===== src/rtl/image_loader_if.sv =====
// Data-memory write port driven by the image loader: one registered write
// per accepted byte, address/data held between writes.
interface image_loader_if;
    logic [18:0] m_address;
    logic [7:0]  m_data;
    logic        m_wren;

    modport master (output m_address, output m_data, output m_wren);
    modport slave  (input  m_address, input  m_data, input  m_wren);
endinterface


===== src/rtl/image_loader.sv =====
// UART (8N1) image loader: receives LENGTH bytes on rx and writes them to
// consecutive data-memory addresses starting at BASE_ADDR.
module image_loader #(
    parameter int unsigned CLKS_PER_BIT = 434,
    parameter logic [18:0] BASE_ADDR    = 19'd0,
    parameter logic [18:0] LENGTH       = 19'd307200
) (
    input  logic                  clk,
    input  logic                  rst,
    input  logic                  rx,
    input  logic                  start,
    image_loader_if.master        mem,
    output logic                  busy,
    output logic                  done,
    output logic                  frame_err,
    output logic [18:0]           byte_count
);

    localparam int unsigned HALF = (CLKS_PER_BIT / 2 > 0) ? CLKS_PER_BIT / 2 : 1;
    localparam int          TW   = $clog2(CLKS_PER_BIT + 1);
    localparam logic [TW-1:0] HALF_M1 = TW'(HALF - 1);
    localparam logic [TW-1:0] BIT_M1  = TW'(CLKS_PER_BIT - 1);

    typedef enum logic [2:0] {
        IDLE, WAIT_EDGE, START, DATA, STOP, WRITE, DONE
    } state_t;

    state_t        state_q, state_d;
    logic          rx_meta_q, rx_s_q;
    logic          armed_q, armed_d;
    logic [TW-1:0] timer_q, timer_d;
    logic [2:0]    bit_idx_q, bit_idx_d;
    logic [7:0]    shift_q, shift_d;
    logic [18:0]   addr_q, addr_d;
    logic [7:0]    data_q, data_d;
    logic          wren_q, wren_d;
    logic          busy_q, busy_d;
    logic          done_q, done_d;
    logic          ferr_q, ferr_d;
    logic [18:0]   cnt_q, cnt_d;
    logic [18:0]   cnt_inc;

    assign cnt_inc = cnt_q + 19'd1;

    always_ff @(posedge clk or posedge rst) begin
        if (rst) begin
            state_q   <= IDLE;
            rx_meta_q <= 1'b1;
            rx_s_q    <= 1'b1;
            armed_q   <= 1'b0;
            timer_q   <= TW'(1);
            bit_idx_q <= 3'd1;
            shift_q   <= 8'd0;
            addr_q    <= 19'd0;
            data_q    <= 8'd0;
            wren_q    <= 1'b0;
            busy_q    <= 1'b0;
            done_q    <= 1'b0;
            ferr_q    <= 1'b0;
            cnt_q     <= 19'd0;
        end else begin
            state_q   <= state_d;
            rx_meta_q <= rx;
            rx_s_q    <= rx_meta_q;
            armed_q   <= armed_d;
            timer_q   <= timer_d;
            bit_idx_q <= bit_idx_d;
            shift_q   <= shift_d;
            addr_q    <= addr_d;
            data_q    <= data_d;
            wren_q    <= wren_d;
            busy_q    <= busy_d;
            done_q    <= done_d;
            ferr_q    <= ferr_d;
            cnt_q     <= cnt_d;
        end
    end

    // armed_q records that the line has been seen high since entering
    // WAIT_EDGE, so a line already low on entry is not taken as a start edge.
    always_comb begin
        state_d   = state_q;
        armed_d   = armed_q;
        timer_d   = timer_q;
        bit_idx_d = bit_idx_q;
        shift_d   = shift_q;
        addr_d    = addr_q;
        data_d    = data_q;
        wren_d    = 1'b0;
        busy_d    = busy_q;
        done_d    = done_q;
        ferr_d    = ferr_q;
        cnt_d     = cnt_q;

        case (state_q)
            IDLE: begin
                if (start) begin
                    state_d = WAIT_EDGE;
                    armed_d = 1'b0;
                    busy_d  = 1'b1;
                    done_d  = 1'b0;
                    ferr_d  = 1'b0;
                    cnt_d   = 19'd0;
                end
            end
            WAIT_EDGE: begin
                if (rx_s_q) begin
                    armed_d = 1'b1;
                end else if (armed_q) begin
                    state_d = START;
                    timer_d = '0;
                end
            end
            START: begin
                timer_d = timer_q + 1'b1;
                if (timer_q == HALF_M1) begin
                    timer_d = '0;
                    if (!rx_s_q) begin
                        state_d   = DATA;
                        bit_idx_d = 3'd0;
                    end else begin
                        state_d = WAIT_EDGE;
                        armed_d = 1'b0;
                    end
                end
            end
            DATA: begin
                timer_d = timer_q + 1'b1;
                if (timer_q == BIT_M1) begin
                    timer_d   = '0;
                    shift_d   = {rx_s_q, shift_q[7:1]};
                    bit_idx_d = bit_idx_q + 3'd1;
                    if (bit_idx_q == 3'd7) state_d = STOP;
                end
            end
            STOP: begin
                timer_d = timer_q + 1'b1;
                if (timer_q == BIT_M1) begin
                    timer_d = '0;
                    if (rx_s_q) begin
                        state_d = WRITE;
                        wren_d  = 1'b1;
                        addr_d  = BASE_ADDR + cnt_q;
                        data_d  = shift_q;
                    end else begin
                        state_d = WAIT_EDGE;
                        armed_d = 1'b0;
                        ferr_d  = 1'b1;
                    end
                end
            end
            WRITE: begin
                cnt_d = cnt_inc;
                if (cnt_inc == LENGTH) begin
                    state_d = DONE;
                    busy_d  = 1'b0;
                    done_d  = 1'b1;
                end else begin
                    state_d = WAIT_EDGE;
                    armed_d = 1'b0;
                end
            end
            DONE: begin
                if (!start) state_d = IDLE;
            end
            default: state_d = IDLE;
        endcase
    end

    assign mem.m_address = addr_q;
    assign mem.m_data    = data_q;
    assign mem.m_wren    = wren_q;
    assign busy          = busy_q;
    assign done          = done_q;
    assign frame_err     = ferr_q;
    assign byte_count    = cnt_q;

endmodule


===== src/flat_wrapper.sv =====
// flat-port wrapper written by rule: the top's interface ports become plain ports
module image_loader_flat 
#(
    parameter int unsigned CLKS_PER_BIT = 434,
    parameter logic [18:0] BASE_ADDR    = 19'd0,
    parameter logic [18:0] LENGTH       = 19'd307200
)
  (clk, rst, rx, start, busy, done, frame_err, byte_count, mem_m_address, mem_m_data, mem_m_wren);
  image_loader_if mem_i ();
  input  logic clk;
  input  logic rst;
  input  logic rx;
  input  logic start;
  output logic busy;
  output logic done;
  output logic frame_err;
  output logic [18:0] byte_count;
  output wire logic [$bits(mem_i.m_address)-1:0] mem_m_address;
  output wire logic [$bits(mem_i.m_data)-1:0] mem_m_data;
  output wire logic [$bits(mem_i.m_wren)-1:0] mem_m_wren;
  assign mem_m_address = mem_i.m_address;
  assign mem_m_data = mem_i.m_data;
  assign mem_m_wren = mem_i.m_wren;
  image_loader #(.CLKS_PER_BIT(CLKS_PER_BIT), .BASE_ADDR(BASE_ADDR), .LENGTH(LENGTH)) u_core (.clk(clk), .rst(rst), .rx(rx), .start(start), .mem(mem_i), .busy(busy), .done(done), .frame_err(frame_err), .byte_count(byte_count));
endmodule

===== config.mk =====
export PLATFORM = sky130hd
export DESIGN_NAME = image_loader_flat
export DESIGN_NICKNAME = d
export VERILOG_FILES = /design/src/rtl/image_loader_if.sv /design/src/rtl/image_loader.sv /design/src/flat_wrapper.sv
export SDC_FILE = /design/constraint.sdc
export NUM_CORES = 1
export LEC_CHECK = 0
export ABC_CLOCK_PERIOD_IN_PS = 6900
export CAP_MARGIN = 10
export CELL_PAD_IN_SITES_DETAIL_PLACEMENT = 1
export CELL_PAD_IN_SITES_GLOBAL_PLACEMENT = 2
export CORE_UTILIZATION = 36
export CTS_BUF_LIST = sky130_fd_sc_hd__clkbuf_16
export CTS_CLUSTER_SIZE = 10
export DETAILED_ROUTE_END_ITERATION = 10
export PLACE_DENSITY = 0.92
export SETUP_SLACK_MARGIN = 0.02
export SLEW_MARGIN = 0
export SYNTH_ARGS = -nofsm -noshare
export SYNTH_HDL_FRONTEND = slang
export SYNTH_SLANG_ARGS = --single-unit

===== constraint.sdc =====
create_clock -name clk -period 6.9 [get_ports clk]
set_clock_uncertainty 0.2 [all_clocks]
set_input_delay 2.07 -clock clk [delete_from_list [all_inputs] [get_ports clk]]
set_output_delay 2.07 -clock clk [all_outputs]
set_load 0.05 [all_outputs]

==> Word level (Yosys, flattened, before mapping) <==
Cells that the tools add are included.
{ "word_totals": {"register_bits": 76, "latch_bits": 0, "mem_bits_rw": 0, "romBits": 0, "input_bits": 4, "out_inout_bits": 50, "wordCells": 99, "memories": 0} }
{ "classes": {"addsub": 3, "mul": 0, "div": 0, "n_lt_le_gt_ge": 0, "eq_ne": 24, "shifts": 0, "mux": 42, "bitwise_logic": 0, "reduce_logical": 16} }
{ "ops": {"columns": ["operator", "n"], "rows": [
  ["$mux 3", 13],
  ["$pmux 19 s2", 1],
  ["$mux 9", 4],
  ["$pmux 9 s3", 1],
  ["$pmux 3 s7", 1],
  ["$add 19x1->19 const B", 1],
  ["$eq 19x19->1 const B", 1],
  ["$mux 19", 1],
  ["$ne 2x1->1 const B", 8],
  ["$reduce_and 8->1", 2],
  ["$mux 1", 15],
  ["$eq 3x3->1 const B", 4],
  ["$ne 2x2->1 const B", 6],
  ["$add 9x1->9 const B", 1],
  ["$eq 9x8->1 const B", 1],
  ["$eq 9x9->1 const B", 1],
  ["$reduce_and 3->1", 3],
  ["$reduce_and 4->1", 2],
  ["$eq 3x2->1 const B", 2],
  ["$pmux 1 s2", 3],
  ["$pmux 3 s2", 1],
  ["$reduce_bool 2->1", 3],
  ["$pmux 1 s5", 1],
  ["$reduce_bool 5->1", 1],
  ["other kinds (7)", 8]
]} }

==> Depth between registers and ports, before layout <==
Gate-level depths: netlist of the first run.
{ "logic_depth": {"ltp_word": 4, "ltp_mapped": 9, "depth_no_buf": 8} }

==> Worst setup path before layout of the first run <==
Ideal clock, no wire load.
{ "synth_path": {"path_kind": "input to register", "from": "input start", "to": "register u_core.cnt_q[16] (netlist: u_core.byte_count[16])", "setup_time_ns": 0.150, "arrival_time_ns": 2.836, "slack_ns": 3.714, "cell_stages": 6, "path_cell_list": "nand2b_1 -> o21ai_0 -> nand2_1 -> clkbuf_1 -> o21ai_0 -> o41ai_1"} }
{ "synth_between": {"elab_chain_len": 2} }
{ "synth_rtl": {"columns": ["element", "line", "text"], "rows": [
  ["start, declared", "flat_wrapper.sv:13", "input logic start;"],
  ["$ne 2x2->1 (no line)", null, null],
  ["$reduce_and 2->1 (no line)", null, null],
  ["end signal, assigned", "image_loader.sv:75", "cnt_q <= cnt_d;"],
  ["end, declared", "image_loader.sv:40", "logic [18:0] cnt_q, cnt_d;"]
]} }
No other way between the ends.
A chain may end at the register's enable or synchronous reset.

==> Worst setup path after layout of the first run <==
{ "layout_path": {"from": "register u_core.cnt_q[6] (netlist: u_core.byte_count[6])", "to": "output byte_count[6]"} }
{ "layout_rtl": {"columns": ["element", "line", "text"], "rows": [
  ["end, declared", "flat_wrapper.sv:17", "output logic [18:0] byte_count;"]
]} }
No word-level cell between the ends.

==> results.md, run 1 <==
- Share of post-route cells with drive strength above 1: 7.79%
- Buf+Inv Stages, Crit Path: 1
- Max Cap Violations: 0
- Slew headroom: 25.4%
- Number of flops mapped to enable cells by yosys: 0
- Post-DP HPWL: 7100 µm
- Final non-filler cell total: 624
- Psw: 439 µW
- Switching share of total power: 33.9%
- Final GP Congestion: 0.797
- Post-synth top area cell: dfrtp_1
- Clock share of power: 35.2%
- Cell Area, Placed: 4510 µm²
- Final worst path period share: 59.6%
- GR Util All Layers: 19.9%
- Status: finished clean
- R2r setup slk: 3.79 ns
- Core Area: 10400 µm²
- PD cells: 269 nW/µm²
- RSZ-0062 raised after global routing: no
- Post-DR wirelength/cell: 16.4 µm
- PortBufs: 53
- Clock sinks: 76
- # IOs: 54
- Reg2reg end: u_core.busy
- Tightest Pin Transition: 1.12 ns
- Initial antenna violation count: 0
- Synthesis-to-finish area growth: 23.5%
- Initial cell density of the core: 37.3%
- Post-CTS sizing: 0
- WP data arrival: 1.84 ns
- Setup CP Type: reg -> out
- Slowest CP cell: clkdlybuf4s50_1
- H-Tree Depth: 3
- Diodes inserted: 0
- Routed vias: 3407
- Clock buffer depth: 2
- Layout net count: 494
- Drt pass-1 iters: 4
- Final setup TNS: 0 ns
- Pin count of the biggest net entering global routing: 41
- Register area share after synthesis: 49.1%
- Hold Startpoint: u_core.rx_meta_q
- Hold worst-path end: u_core.rx_s_q
- Hold/Removal Path Class: reg -> reg
- Footprint of the multi-input gates: 1850 µm²
- Worst hold margin: 0.159 ns
- Drt drc: 0
- Die Span X: 106 µm
- Internal: 854 µW
- Final Hold Viols: 0
- Number of global-route vias before repair: 3452
- Worst EP required: 4.63 ns
- Pre-CTS worst setup slack: 2.80 ns
- Count of final max-slew check failures: 0
- Reg2Reg Depth: 7
- Worst setup EP type: output pin
- Fmax: 243 MHz
- Cell family with most CP delay: buffers and inverters
- Syn_nets: 448
- Top cell type's share of synthesized area: 46.4%
- Clock transition at path regs: 0.06 ns
- Hold-fix buffers, CTS: 0
- Critical path cell sequence: clkdlybuf4s50_1
- Post-synth cell types: 64
- Critical path fanouts, max: 13
- Ys Warns: 0
- Row count: 37
- CTS tree: yes
- PnR worst setup slack: 2.79 ns
- Vias per inst: 5.46
- First-pass GRT wire length: 17600 µm
- Total gr overflow: 0
- Reg-to-Reg Start: u_core.byte_count[0]
- Crit path largest cell delay: 0.89 ns
- Final setup viols: 0
- FF+latch area: 1910 µm²
- Worst setup SP type: register
- Synth Register Bits: 76
- Syn Inst Count: 437
- Hold Path Depth: 0
- Top_reg_cell synth: dfrtp_1
- Die Y: 106 µm
- Die ar.: 11200 µm²
- Worst-skew pair later-pin latency: 0.33 ns
- Post-synthesis cell area: 3880 µm²
- Tmin final: 4.11 ns
- Antenna-violating nets left: 0
- Wire length after detailed routing: 10300 µm
- Post-CTS Setup Bufs: 0
- Combinational power share: 22.4%
- CTS buffer count: 9
- Cell count after placement: 608
- Filler cells: 1229
- Synth area leaders: dfrtp_1 (46%), nand2_1 (12%), o21ai_0 (5.2%)
- 1st-iter DRT viols: 146
- Post-route cell area: 4800 µm²
- Reg power frac: 42.4%
- Post-synth ARST share: 100%
- Synth Area per Inst: 8.89 µm²
- Root buffer cell: clkbuf_16
- Leakage: 2.14 nW
- VDD IR max: 0.144 mV
[worst reg2reg max path, delay by kind of cell (launching register included)]
kind / cells / cell delay [ns]
compound gates: 2 / 0.60
simple gates: 3 / 0.86
flops: 1 / 0.58
mux: 1 / 0.39
fa+ha+maj: 1 / 0.38
[synthesized netlist by cell type (3+ instances only)]
cell	number
nor3_1	7
o31ai_1	4
a31oi_1	4
nor4_1	3
o21ai_0	40
nand4_1	8
nor2_1	27
dfrtp_1	72
a22o_1	4
xnor2_1	7
and4_1	3
nand2b_1	3
dfstp_2	4
nor2b_1	5
clkbuf_1	11
inv_1	9
o21ai_1	3
a21oi_1	10
nand3_1	15
nand2_1	126
a22oi_1	4
a21o_1	3
ha_1	7
or3_1	3
buf_2	5
[final cells by class]
cell class	count	share of cell area [%]
sequential	76	39.7
multi-input combinational	330	38.5
timing repair buffer	55	11.4
clock buffer	9	4.69
tap	136	3.55
clock inverter	7	1.25
inverter	11	0.861
[worst max-delay path by stage]
stage	slack, ns	to	cells after the start	startpoint
after global placement	2.96	u_core.byte_count[10]	6	start
final	2.79	byte_count[6]	1	u_core.byte_count[6]
after CTS	2.78	byte_count[6]	1	u_core.byte_count[6]
after global routing	2.73	byte_count[6]	1	u_core.byte_count[6]
after detailed placement	2.80	u_core.byte_count[10]	6	start
after floorplan	2.70	u_core.armed_q	1	rst
[sequential cells by signal, indices dropped and copies added (netlist names)]
signal	count
u_core.byte_count	19
u_core.mem.m_address	19
u_core.busy	1
u_core.timer_q	9
u_core.mem.m_wren	1
u_core.mem.m_data	8
u_core.state_q	3
u_core.done	1
u_core.rx_s_q	1
u_core.rx_meta_q	1
u_core.armed_q	1
u_core.shift_q	8
u_core.frame_err	1
u_core.bit_idx_q	3
[through the flow]
step / util [%] / total power, mW
after detailed placement: 43.3 / 0.846
final: 46.1 / 1.29
after CTS: 46.1 / 1.30
after global placement: 43.3 / 0.832
after global routing: 46.1 / 1.36
after floorplan: - / 0.754
[cells in the final DEF, fill, tap and decap left out, types with 3 or more instances in the layout]
cell type and count:
nand4_1 8, clkbuf_16 9, clkinv_1 3, dfrtp_1 72, a21oi_1 10, a31oi_1 4, ha_1 7, and4_1 3
nor4_1 3, nand2_1 126, a22o_1 4, a21o_1 3, clkdlybuf4s50_1 53, or3_1 3, nor2b_1 5, xnor2_1 7
nor3_1 7, o21ai_0 40, o31ai_1 4, nor2_1 27, inv_1 10, nand3_1 15, a22oi_1 4, nand2b_1 3
dfstp_2 4, o21ai_1 3
[power by group through the flow]
stage / sequential, mW / clock [mW] / combinational (mW)
global placement: 0.552 / 0 / 0.280
finish: 0.548 / 0.455 / 0.290
detailed placement: 0.555 / 0 / 0.291
CTS: 0.546 / 0.462 / 0.292
floorplan: 0.554 / 0 / 0.200
global route: 0.556 / 0.482 / 0.323
[per-layer routing]
layer	GRT usage [%]	routed length, µm	up-vias
li1	-	-	1614
met1	28.3	5130	1731
met2	30.6	4720	55
met3	4.08	317	7
met4	5.85	92	0
met5	0	0	-
[cells by family (layout without fill, tap and decap cells)]
logic type,count (synthesis),after routing,share of synthesized area [%]
buf+inv,31,82,3.35
fa+ha+maj,7,7,2.25
simple gates,222,222,27.5
mux,4,4,1.09
compound gates,88,88,14.7
flops,76,76,49.1
xor+xnor,9,9,2.03
Power figures use the tool's default switching activity.
==> run 2: changes to the inputs <==
ABC_CLOCK_PERIOD_IN_PS = 3500   (was 6900)
CORE_UTILIZATION = 30   (was 36)
PLACE_DENSITY = 0.82   (was 0.92)
clock period = 3.5 ns   (was 6.9 ns; I/O delays follow)
==> results.md, run 2 (synthesis gave the netlist of run 1 again) <==
- Reg-to-Reg Start: u_core.byte_count[0]
- Layout net count: 497 (+0.61%)
- Footprint of the multi-input gates: 1850 µm² (unchanged)
- Tightest Pin Transition: 1.06 ns (-0.0592 ns)
- Most frequent cells in the layout: nand2_1 (126), dfrtp_1 (72), clkdlybuf4s50_1 (53)
- Slowest CP cell: clkdlybuf4s50_1
- Setup CP Type: reg -> out
- Final non-filler cell total: 663 (+6.3%)
- Critical path fanouts, max: 13 (unchanged)
- Hold/Removal Path Class: reg -> reg
- CTS tree: yes
- First-pass GRT wire length: 17300 µm (-1.6%)
- Post-DP HPWL: 7050 µm (-0.71%)
- Status: finished clean
- Hold-fix buffers, CTS: 0 (unchanged)
- Slew headroom: 29.3% (+4.0 points)
- RSZ-0062 raised after global routing: no
- Fmax: 322 MHz
- Die Y: 116 µm (+9.4%)
- FF+latch area: 1910 µm² (unchanged)
- Cell count after placement: 647 (+6.4%)
- Number of global-route vias before repair: 3338 (-3.3%)
- Commonest non-fill, non-tap cell in the layout: nand2_1
- Buf+Inv Stages, Crit Path: 1 (unchanged)
- Crit path largest cell delay: 0.89 ns (about the same)
- H-Tree Depth: 3 (unchanged)
- VDD IR max: 0.259 mV (+80%)
- Final setup viols: 0 (unchanged)
- Leakage: 2.13 nW (-0.20%)
- Hold Startpoint: u_core.rx_meta_q
- Clock transition at path regs: 0.06 ns (about the same)
- Post-CTS sizing: 0 (unchanged)
- Clock buffer depth: 2 (unchanged)
- Wire length after detailed routing: 10500 µm (+1.9%)
- Synthesis-to-finish area growth: 24.9%
- Row count: 41 (+11%)
- Diodes inserted: 0 (unchanged)
- Antenna-violating nets left: 0 (unchanged)
- Worst setup path startpoint: u_core.byte_count[6]
- Pin count of the biggest net entering global routing: 77 (+88%)
- Max Cap Violations: 0 (unchanged)
- Routed vias: 3385 (-0.65%)
- Initial antenna violation count: 0 (unchanged)
- Initial cell density of the core: 30.8% (-6.5 points)
- 1st-iter DRT viols: 175 (+20%)
- GR Util All Layers: 16.8% (-3.2 points)
- WP data arrival: 1.86 ns (+0.02 ns)
- Post-CTS Setup Bufs: 0 (unchanged)
- Share of post-route cells with drive strength above 1: 8.15% (+0.36 points)
- Total gr overflow: 0 (unchanged)
- Final core occ: 38.4% (-7.6 points)
- Final setup TNS: 0 ns (unchanged)
- Clock sinks: 76 (unchanged)
- Count of final max-slew check failures: 0 (unchanged)
- Drt pass-1 iters: 4 (unchanged)
- Worst setup EP type: output pin
- Vias per inst: 5.11 (-6.5%)
- Root buffer cell: clkbuf_16
- CTS buffer count: 9 (unchanged)
- Cell family with most CP delay: buffers and inverters
- Critical path cell sequence: clkdlybuf4s50_1
- Final Hold Viols: 0 (unchanged)
- PortBufs: 53 (unchanged)
- Post-DR wirelength/cell: 15.8 µm (-4.1%)
- Worst EP required: 2.25 ns (-2.38 ns)
- Die Span X: 116 µm (+9.4%)
- Filler cells: 1516 (+23%)
- Worst-skew pair later-pin latency: 0.34 ns (about the same)
- Final worst path period share: 88.8%
- Drt drc: 0 (unchanged)
- Die ar.: 13400 µm² (+20%)
- Worst setup SP type: register
- PD cells: 514 nW/µm² (+91%)
- Final GP Congestion: 0.798 (+0.18%)
- # IOs: 54 (unchanged)
- Tmin final: 3.11 ns
- Core Area: 12600 µm² (+21%)
[run 2: metrics by stage]
stage / hold WS (ns) / instance area [µm²] / worst slack (ns) / power, mW
2_1_floorplan: 0.145 / 3880 / 0.318 / 1.49
3_3_place_gp: 0.147 / 4590 / 0.541 / 1.65
3_5_place_dp: 0.148 / 4590 / 0.463 / 1.67
4_1_cts: 0.156 / 4850 / 0.370 / 2.52
5_1_grt: 0.157 / 4850 / 0.354 / 2.64
6_report: 0.156 / 4850 / 0.392 / 2.49
[run 2: path summary, 6_finish.rpt]
path,to,slack [ns],cells past startpoint
setup reg to reg,u_core.busy,0.69,7
hold / removal,u_core.rx_s_q,0.16,0
hold reg to reg,u_core.rx_s_q,0.16,0
min in group asynchronous,u_core.timer_q[2],0.92,3
max in group asynchronous,u_core.rx_meta_q,1.83,3
setup / recovery,byte_count[6],0.39,1
[run 2: cell type report]
type,count,share of cell area [%]
Inverter,11,0.851
Timing Repair Buffer,58,12.0
Multi-Input combinational cell,330,38.1
Clock inverter,7,0.722
Tap cell,172,4.44
Clock buffer,9,4.64
Sequential cell,76,39.3
[run 2: power breakdown]
part           switching (mW)  internal (mW)
sequential              0.138          0.940
combinational           0.378          0.203
clock                   0.365          0.469
[run 2: per-layer routing]
metal	GRT usage (%)	vias to the layer above	share of wire, %
met1	24.1	1682	49
met4	6.92	0	1.6
li1	-	1620	-
met3	2.30	11	4.2
met2	25.3	72	45
met5	0	-	0
==> run 3: changes to the inputs <==
ABC_CLOCK_PERIOD_IN_PS = default   (was 3500)
CAP_MARGIN = 20   (was 10)
==> results of run 3 <==
The final DEF is identical to that of run 2; final timing and power are the same.
